===== src/rtl/cp0_exc_handler_if.sv =====
// Pipeline-side bus of the CP0 exception sink: mfc0/mtc0/eret, memory-stage exception info, interrupts.
// Optional CP0_BADVADDR_EN adds the BadAddr_M faulting-address input.
interface cp0_exc_handler_if;
    logic [4:0]  A1;
    logic [4:0]  A2;
    logic [31:0] DIn;
    logic        WE;
    logic [31:0] PC_M;
    logic        BD_M;
    logic [4:0]  ExcCode_M;
    logic [5:0]  HWInt;
    logic        EXLClr;
    logic        IntReq;
    logic [31:0] EPC;
    logic [31:0] DOut;
`ifdef CP0_BADVADDR_EN
    logic [31:0] BadAddr_M;
`endif

    modport master (
`ifdef CP0_BADVADDR_EN
        output BadAddr_M,
`endif
        output A1, A2, DIn, WE, PC_M, BD_M, ExcCode_M, HWInt, EXLClr,
        input  IntReq, EPC, DOut
    );

    modport slave (
`ifdef CP0_BADVADDR_EN
        input  BadAddr_M,
`endif
        input  A1, A2, DIn, WE, PC_M, BD_M, ExcCode_M, HWInt, EXLClr,
        output IntReq, EPC, DOut
    );
endinterface


===== src/rtl/cp0_exc_handler.sv =====
// CP0 exception/interrupt sink: SR/Cause/EPC/PRId, interrupt-over-exception arbitration, mfc0/mtc0/eret.
// Define CP0_BADVADDR_EN to add BadVAddr (reg 8), captured on AdEL/AdES entry.
module cp0_exc_handler #(
    parameter logic [31:0] PRID_VALUE = 32'h0000_4D4D
) (
    input  logic                     clk,
    input  logic                     reset,
    cp0_exc_handler_if.slave         bus
);
    localparam int HWINT_W = 6;

    logic [HWINT_W-1:0] r_im;
    logic               r_exl;
    logic               r_ie;
    logic               r_cause_bd;
    logic [HWINT_W-1:0] r_cause_ip;
    logic [4:0]         r_cause_exc;
    logic [31:0]        r_epc;
`ifdef CP0_BADVADDR_EN
    logic [31:0]        r_badvaddr;
`endif

    logic        w_int_req;
    logic        w_exc_req;
    logic        w_entry;
    logic [31:0] w_pc_al;
    logic [31:0] w_epc_entry;
    logic [31:0] w_sr;
    logic [31:0] w_cause;

    assign w_int_req   = (|(bus.HWInt & r_im)) & r_ie & ~r_exl;
    assign w_exc_req   = (bus.ExcCode_M != 5'd0) & ~r_exl;
    assign w_entry     = w_int_req | w_exc_req;
    assign w_pc_al     = bus.PC_M & ~32'h3;
    assign w_epc_entry = bus.BD_M ? (w_pc_al - 32'd4) : w_pc_al;

    assign w_sr    = {16'd0, r_im, 8'd0, r_exl, r_ie};
    assign w_cause = {r_cause_bd, 15'd0, r_cause_ip, 3'd0, r_cause_exc, 2'd0};

    assign bus.IntReq = w_entry;
    assign bus.EPC    = r_epc;

    always_ff @(posedge clk or negedge reset) begin
        if (!reset) begin
            r_im        <= '0;
            r_exl       <= 1'b0;
            r_ie        <= 1'b0;
            r_cause_bd  <= 1'b0;
            r_cause_ip  <= '0;
            r_cause_exc <= '0;
            r_epc       <= '0;
`ifdef CP0_BADVADDR_EN
            r_badvaddr  <= '0;
`endif
        end else begin
            // NOTE: non-blocking throughout; the later EXLClr assignment overrides an mtc0 write of EXL on the same edge.
            r_cause_ip <= bus.HWInt;
            if (w_entry) begin
                r_exl       <= 1'b1;
                r_cause_exc <= w_int_req ? 5'd0 : bus.ExcCode_M;
                r_cause_bd  <= bus.BD_M;
                r_epc       <= w_epc_entry;
`ifdef CP0_BADVADDR_EN
                if (!w_int_req && (bus.ExcCode_M == 5'd4 || bus.ExcCode_M == 5'd5))
                    r_badvaddr <= bus.BadAddr_M;
`endif
            end else begin
                if (bus.WE && bus.A2 == 5'd12) begin
                    r_im  <= bus.DIn[15:10];
                    r_exl <= bus.DIn[1];
                    r_ie  <= bus.DIn[0];
                end
                if (bus.WE && bus.A2 == 5'd14)
                    r_epc <= bus.DIn & ~32'h3;
                if (bus.EXLClr)
                    r_exl <= 1'b0;
            end
        end
    end

    // NOTE: default first so every A1 value drives DOut and no latch is inferred.
    always_comb begin
        bus.DOut = 32'd0;
        case (bus.A1)
            5'd12:   bus.DOut = w_sr;
            5'd13:   bus.DOut = w_cause;
            5'd14:   bus.DOut = r_epc;
            5'd15:   bus.DOut = PRID_VALUE;
`ifdef CP0_BADVADDR_EN
            5'd8:    bus.DOut = r_badvaddr;
`endif
            default: bus.DOut = 32'd0;
        endcase
    end
endmodule


===== src/flat_wrapper.sv =====
// flat-port wrapper written by rule: the top's interface ports become plain ports
module cp0_exc_handler_flat 
#(
    parameter logic [31:0] PRID_VALUE = 32'h0000_4D4D
)
  (clk, reset, bus_A1, bus_A2, bus_DIn, bus_WE, bus_PC_M, bus_BD_M, bus_ExcCode_M, bus_HWInt, bus_EXLClr, bus_IntReq, bus_EPC, bus_DOut);
  cp0_exc_handler_if bus_i ();
  input  logic clk;
  input  logic reset;
  input wire logic [$bits(bus_i.A1)-1:0] bus_A1;
  input wire logic [$bits(bus_i.A2)-1:0] bus_A2;
  input wire logic [$bits(bus_i.DIn)-1:0] bus_DIn;
  input wire logic [$bits(bus_i.WE)-1:0] bus_WE;
  input wire logic [$bits(bus_i.PC_M)-1:0] bus_PC_M;
  input wire logic [$bits(bus_i.BD_M)-1:0] bus_BD_M;
  input wire logic [$bits(bus_i.ExcCode_M)-1:0] bus_ExcCode_M;
  input wire logic [$bits(bus_i.HWInt)-1:0] bus_HWInt;
  input wire logic [$bits(bus_i.EXLClr)-1:0] bus_EXLClr;
  output wire logic [$bits(bus_i.IntReq)-1:0] bus_IntReq;
  output wire logic [$bits(bus_i.EPC)-1:0] bus_EPC;
  output wire logic [$bits(bus_i.DOut)-1:0] bus_DOut;
  assign bus_i.A1 = bus_A1;
  assign bus_i.A2 = bus_A2;
  assign bus_i.DIn = bus_DIn;
  assign bus_i.WE = bus_WE;
  assign bus_i.PC_M = bus_PC_M;
  assign bus_i.BD_M = bus_BD_M;
  assign bus_i.ExcCode_M = bus_ExcCode_M;
  assign bus_i.HWInt = bus_HWInt;
  assign bus_i.EXLClr = bus_EXLClr;
  assign bus_IntReq = bus_i.IntReq;
  assign bus_EPC = bus_i.EPC;
  assign bus_DOut = bus_i.DOut;
  cp0_exc_handler #(.PRID_VALUE(PRID_VALUE)) u_core (.clk(clk), .reset(reset), .bus(bus_i));
endmodule

===== config.mk =====
export PLATFORM = sky130hd
export DESIGN_NAME = cp0_exc_handler_flat
export DESIGN_NICKNAME = d
export VERILOG_FILES = /design/src/rtl/cp0_exc_handler_if.sv /design/src/rtl/cp0_exc_handler.sv /design/src/flat_wrapper.sv
export SDC_FILE = /design/constraint.sdc
export NUM_CORES = 1
export LEC_CHECK = 0
export ABC_AREA = 1
export BUFFER_PORTS_ARGS = -buffer_cell sky130_fd_sc_hd__buf_4
export CORE_ASPECT_RATIO = 0.6
export CORE_UTILIZATION = 53
export DETAILED_ROUTE_END_ITERATION = 8
export GPL_ROUTABILITY_DRIVEN = 0
export PLACE_DENSITY_LB_ADDON = 0.3
export RECOVER_POWER = 50
export SYNTH_ARGS = -nofsm -noshare
export SYNTH_HDL_FRONTEND = slang
export SYNTH_SLANG_ARGS = --single-unit
export TNS_END_PERCENT = 50

===== constraint.sdc =====
create_clock -name clk -period 2.6 [get_ports clk]
set_clock_uncertainty 0.05 [all_clocks]
set_input_delay 0.39 -clock clk [delete_from_list [all_inputs] [get_ports clk]]
set_output_delay 0.39 -clock clk [all_outputs]
set_load 0.02 [all_outputs]

Word-level counts from Yosys, hierarchy flattened
Cells that the tools add are included.
Word-level totals
  bits in registers: 52
  input bits: 90
  output and inout port bits: 65
  logic and storage cells: 36
Cells by class
  add/sub/neg operators: 1
  equality and inequality tests: 6
  muxes and demuxes: 8
  bitwise operators: 7
  reductions and logical operators: 7
Operator list (count)
  $pmux W32 S4: 1
  $mux W32: 3
  $sub A32 B3 Y32 const B: 1
  $eq A5 B4 Y1 const B: 6
  $and A6 B6 Y6: 1
  $reduce_or A6 Y1: 1
  $mux W5: 1
  $reduce_bool A5 Y1: 1
  $and A1 B1 Y1: 3
  $mux W1: 3
  $reduce_bool A3 Y1: 1
  $logic_and A1 B1 Y1: 2
  $not A1 Y1: 2
  $reduce_and A2 Y1: 1
  $reduce_bool A2 Y1: 1
  $or A1 B1 Y1: 1

Logic depth before layout (Yosys ltp)
  word-level depth: 7
  gate-level depth with buffers: 12
  mapped depth without buffers: 12

Worst setup path before layout
Ideal clock, no wire load.
  path type: input -> output
  start point: in bus_A1[3]
  end point: out bus_DOut[8]
  arrival: 1374 ps
  required time: 2160 ps
  setup slack: 786 ps
  cell stages on the path: 5
  buffers on the path: 1
  path through: nand2_1 > nor2_1 > nand2_1 > clkbuf_1 > o21ai_0
On the way
  word-level cells in the longest chain between the ends: 2
  elaborated cells on any way between the ends: 5
  those cells by class: eq/ne: 4; mux: 1
Ends and longest elaborated chain
  start: declaration: line flat_wrapper.sv:10  | input wire logic [$bits(bus_i.A1)-1:0] bus_A1;
  $eq A5 B4 Y1: line cp0_exc_handler.sv:84  | case (bus.A1)
  $pmux W32 S4 (*): line cp0_exc_handler.sv:84
  end: declaration: line flat_wrapper.sv:21  | output wire logic [$bits(bus_i.DOut)-1:0] bus_DOut;
Mark *: on every way between the ends. The rest lies on a longest branch, timed or not.

Worst setup path in the final report
  start point: in bus_A1[3]
  end point: out bus_DOut[31]
Same word-level chain as after synthesis.

==> metrics.md <==
| Metric | Value |
|---|---|
| Synth Area in Adders | `0.339%` |
| Slew HR | `16.6%` |
| Die area | `0.00731 mm^2` |
| Synthesized flop and latch total | `50` |
| DRC violation total after the first TritonRoute iteration | `448` |
| Compound-cell area share of the yosys netlist | `10.5%` |
| Slowest cell on crit path | `inv_1` |
| Post-route antenna net violation count | `0` |
| CTS H-Tree Depth | `2` |
| Fraction of registers with async set/reset | `100%` |
| Pwr dens | `~870 mW/mm^2` |
| Slew Limit Fails | `0` |
| Max-Cap Viols | `0` |
| IO Count | `155` |
| Largest net degree at the start of global routing | `between 50 and 60` |
| Mean routed wirelength per cell | `14.6 um` |
| CP Cell Sequence | `buf_4 -> nand2_1 -> nor2_1 -> nand2_1 -> inv_1 -> nand2_1 -> o21ai_0 -> buf_4` |
| Leading area contributor after synthesis | `dfrtp_1` |
| Initial Util | `55.0%` |
| Clock-pin transition on the worst setup and hold timing paths | `roughly 0.070 ns` |
| Simple-gate portion of the synthesized area | `a little under two fifths` |
| Fin crit share | `81.4%` |
| Fill count | `594` |
| Final setup viols | `0` |
| WP data required | `2.16 ns` |
| Post-synth EDFFs | `0` |
| Die W | `approximately 110 um` |
| Xor and xnor area share after synthesis | `4.27%` |
| Hold buffers post-CTS | `0` |
| Initial antenna violation count | `0` |
| Leakage power | `2.62 nW` |
| Final worst setup slack | `0.483 ns` |
| CP max stage delay | `0.34 ns` |
| Unique masters post-synth | `39` |
| Rows | `23` |
| Clock Latency Late Sink | `0.29 ns` |
| GR peak layer | `met2` |
| Final Hold Viols | `0` |
| Area Overhead vs Synth | `31.8%` |
| Num CTS Buffers | `5` |
| Number of setup buffers added after CTS | `0` |
| Ys Warns | `0` |
| Mapped Cells | `561` |
| Status | `finished clean` |
| Synth Cell Area | `approximately 0.0037 mm^2` |
| CTS resizes | `0` |
| Leading cell type in the layout, fill and taps excluded | `nand2_1` |
| Fmax | `472 MHz` |
| Sequential area share after synthesis | `33.9%` |
| Syn_area_per_cell | `6.58 um^2` |
| Cell mode on critical path | `nand2_1` |
| Worst VDD drop | `635 uV` |
| Total number of vias | `4222` |
| Global-route wire length before repair | `about 18 mm` |
| Synth top area share | `33.9%` |
| Worst Tran Pin Value | `roughly 1.3 ns` |
| Main area contributors after synthesis | `dfrtp_1 (34%), nand2_1 (18%), nor2_1 (8.5%), inv_1 (8.4%), nand3_1 (4.1%)` |
| Fraction of layout cells with a size suffix above 1 | `23.3%` |
| Total chip power | `4.24 mW` |
| Min Clock Period, post-route | `2.12 ns` |
| Final HPWL from detailed placement | `approximately 9.3 mm` |
| Worst path bufs/invs | `3` |
| Number of global-route vias before repair | `about 3.6k` |
| TritonRoute pass-1 iters | `7` |
| Fin nets | `~800` |
| CTS tree | `yes` |
| Met3 Usage GRT | `5.58%` |
| Vias per std cell | `5.32` |
| Worst Path Arrival | `approximately 1.7 ns` |
| CP Class | `in2out` |
| Gr usage total | `32.2%` |
| # clock sinks | `50` |
| N_diodes | `0` |
| CP Launch Type | `primary input` |
| Largest family of logic cells by synthesized area | `simple AND/OR/NAND/NOR gates` |
| Final WL | `between 10 and 15 mm` |
| RSZ-0062 raised after global routing | `no` |
| Drt drc | `0` |
| Core area | `0.00671 mm^2` |
| Setup TNS | `0 ns` |
| CTS Buffer Depth | `2` |
| Mux share of post-synthesis cell area | `0%` |
| GR Util met2 | `roughly half` |
| Dominant synthesized flop cell | `dfrtp_1` |
| Die Y | `approximately 67 um` |
| Dpl ws | `0.507 ns` |
| Most frequent cells in the layout | `nand2_1 (180), buf_4 (123), nor2_1 (84), inv_1 (83), dfrtp_1 (50)` |
| Largest delay share family, worst path | `buffers and inverters` |
| Port bufs | `150` |
| Crit. End Element | `output port` |
| Global route total overflow | `0` |
| M1 GR Usage | `between 40% and 50%` |
| Critical path fanouts, max | `9` |
| Hold Path Class | `in2reg` |
| Root buffer cell | `clkbuf_16` |
==> power by group <==
| group | internal [mW] | total [mW] | switching (mW) |
|---|---|---|---|
| registers | 1.14 | 1.38 | 0.245 |
| clock network | 0.411 | 0.698 | 0.286 |
| logic | 0.693 | 2.16 | 1.47 |
| total | 2.24 | 4.24 | 2.00 |
==> worst reg2reg max path, delay by kind of cell (launching register included) <==
kind | cells | cell delay (ns)
AOI/OAI and AO/OA | 2 | 0.36
buffers and inverters | 1 | 0.27
DFF | 1 | 0.38
and+or+nand+nor | 6 | 0.85
==> kinds of logic (layout without fill, tap and decap cells) <==
group	count (synthesis)	count (layout)
buf+inv	105	250
xor+xnor	18	18
fa+ha+maj	1	1
compound gates	63	63
other cells	1	2
flops	50	50
simple gates	323	323
==> path summary, 6_finish.rpt <==
path,from,to,slack [ns],cells after the start
max,bus_A1[3],bus_DOut[31],0.48,8
min,bus_HWInt[0],u_core.r_cause_ip[0],0.19,1
max reg2reg,u_core.r_im[3],u_core.bus.EPC[21],0.61,9
min reg2reg,u_core.bus.EPC[28],u_core.bus.EPC[28],0.46,2
max in group asynchronous,reset,u_core.bus.EPC[7],1.42,1
min in group asynchronous,reset,u_core.r_cause_exc[0],0.31,1
==> registers in the layout, indices dropped and copies added, names as in the netlist <==
signal,count
u_core.r_cause_ip,6
u_core.r_im,6
u_core.r_ie,1
u_core.bus.EPC,30
u_core.r_cause_exc,5
u_core.r_exl,1
u_core.r_cause_bd,1
==> layer usage <==
layer  wire length (um)  vias up
met5                  0        -
met4                123        0
met3               1160       21
met2               5030      260
met1               5260     1919
li1                   -     2022
==> stage by stage <==
stage / cell area, um^2 / util [%] / hold WS, ns / cells
global route: 4860 / 72.5 / 0.184 / 794
floorplan: 3690 / - / 0.0444 / 562
CTS: 4970 / 74.1 / 0.102 / 794
finish: 4860 / 72.5 / 0.187 / 794
global placement: 4810 / 71.7 / 0.397 / 786
detailed placement: 4810 / 71.7 / 0.409 / 786
==> area by class of cell <==
cell class	instances	area (um^2)	area share, %
Clock buffer	7	153	3.14
Clock inverter	1	8.76	0.180
Inverter	87	332	6.82
Multi-Input combinational cell	407	1950	40.2
Sequential cell	50	1250	25.7
Tap cell	87	109	2.24
Timing Repair Buffer	155	1060	21.7
==> cell usage after synthesis, types with 6 or more instances <==
cell and instances:
nand4_1 6, xnor2_1 7, buf_2 6, nand2_1 180, o21ai_1 26, nand3_1 30
dfrtp_1 50, nor2_1 84, xor2_1 11, o21ai_2 8, o21ai_0 12, inv_1 83
(Power assumes the default switching activity.)
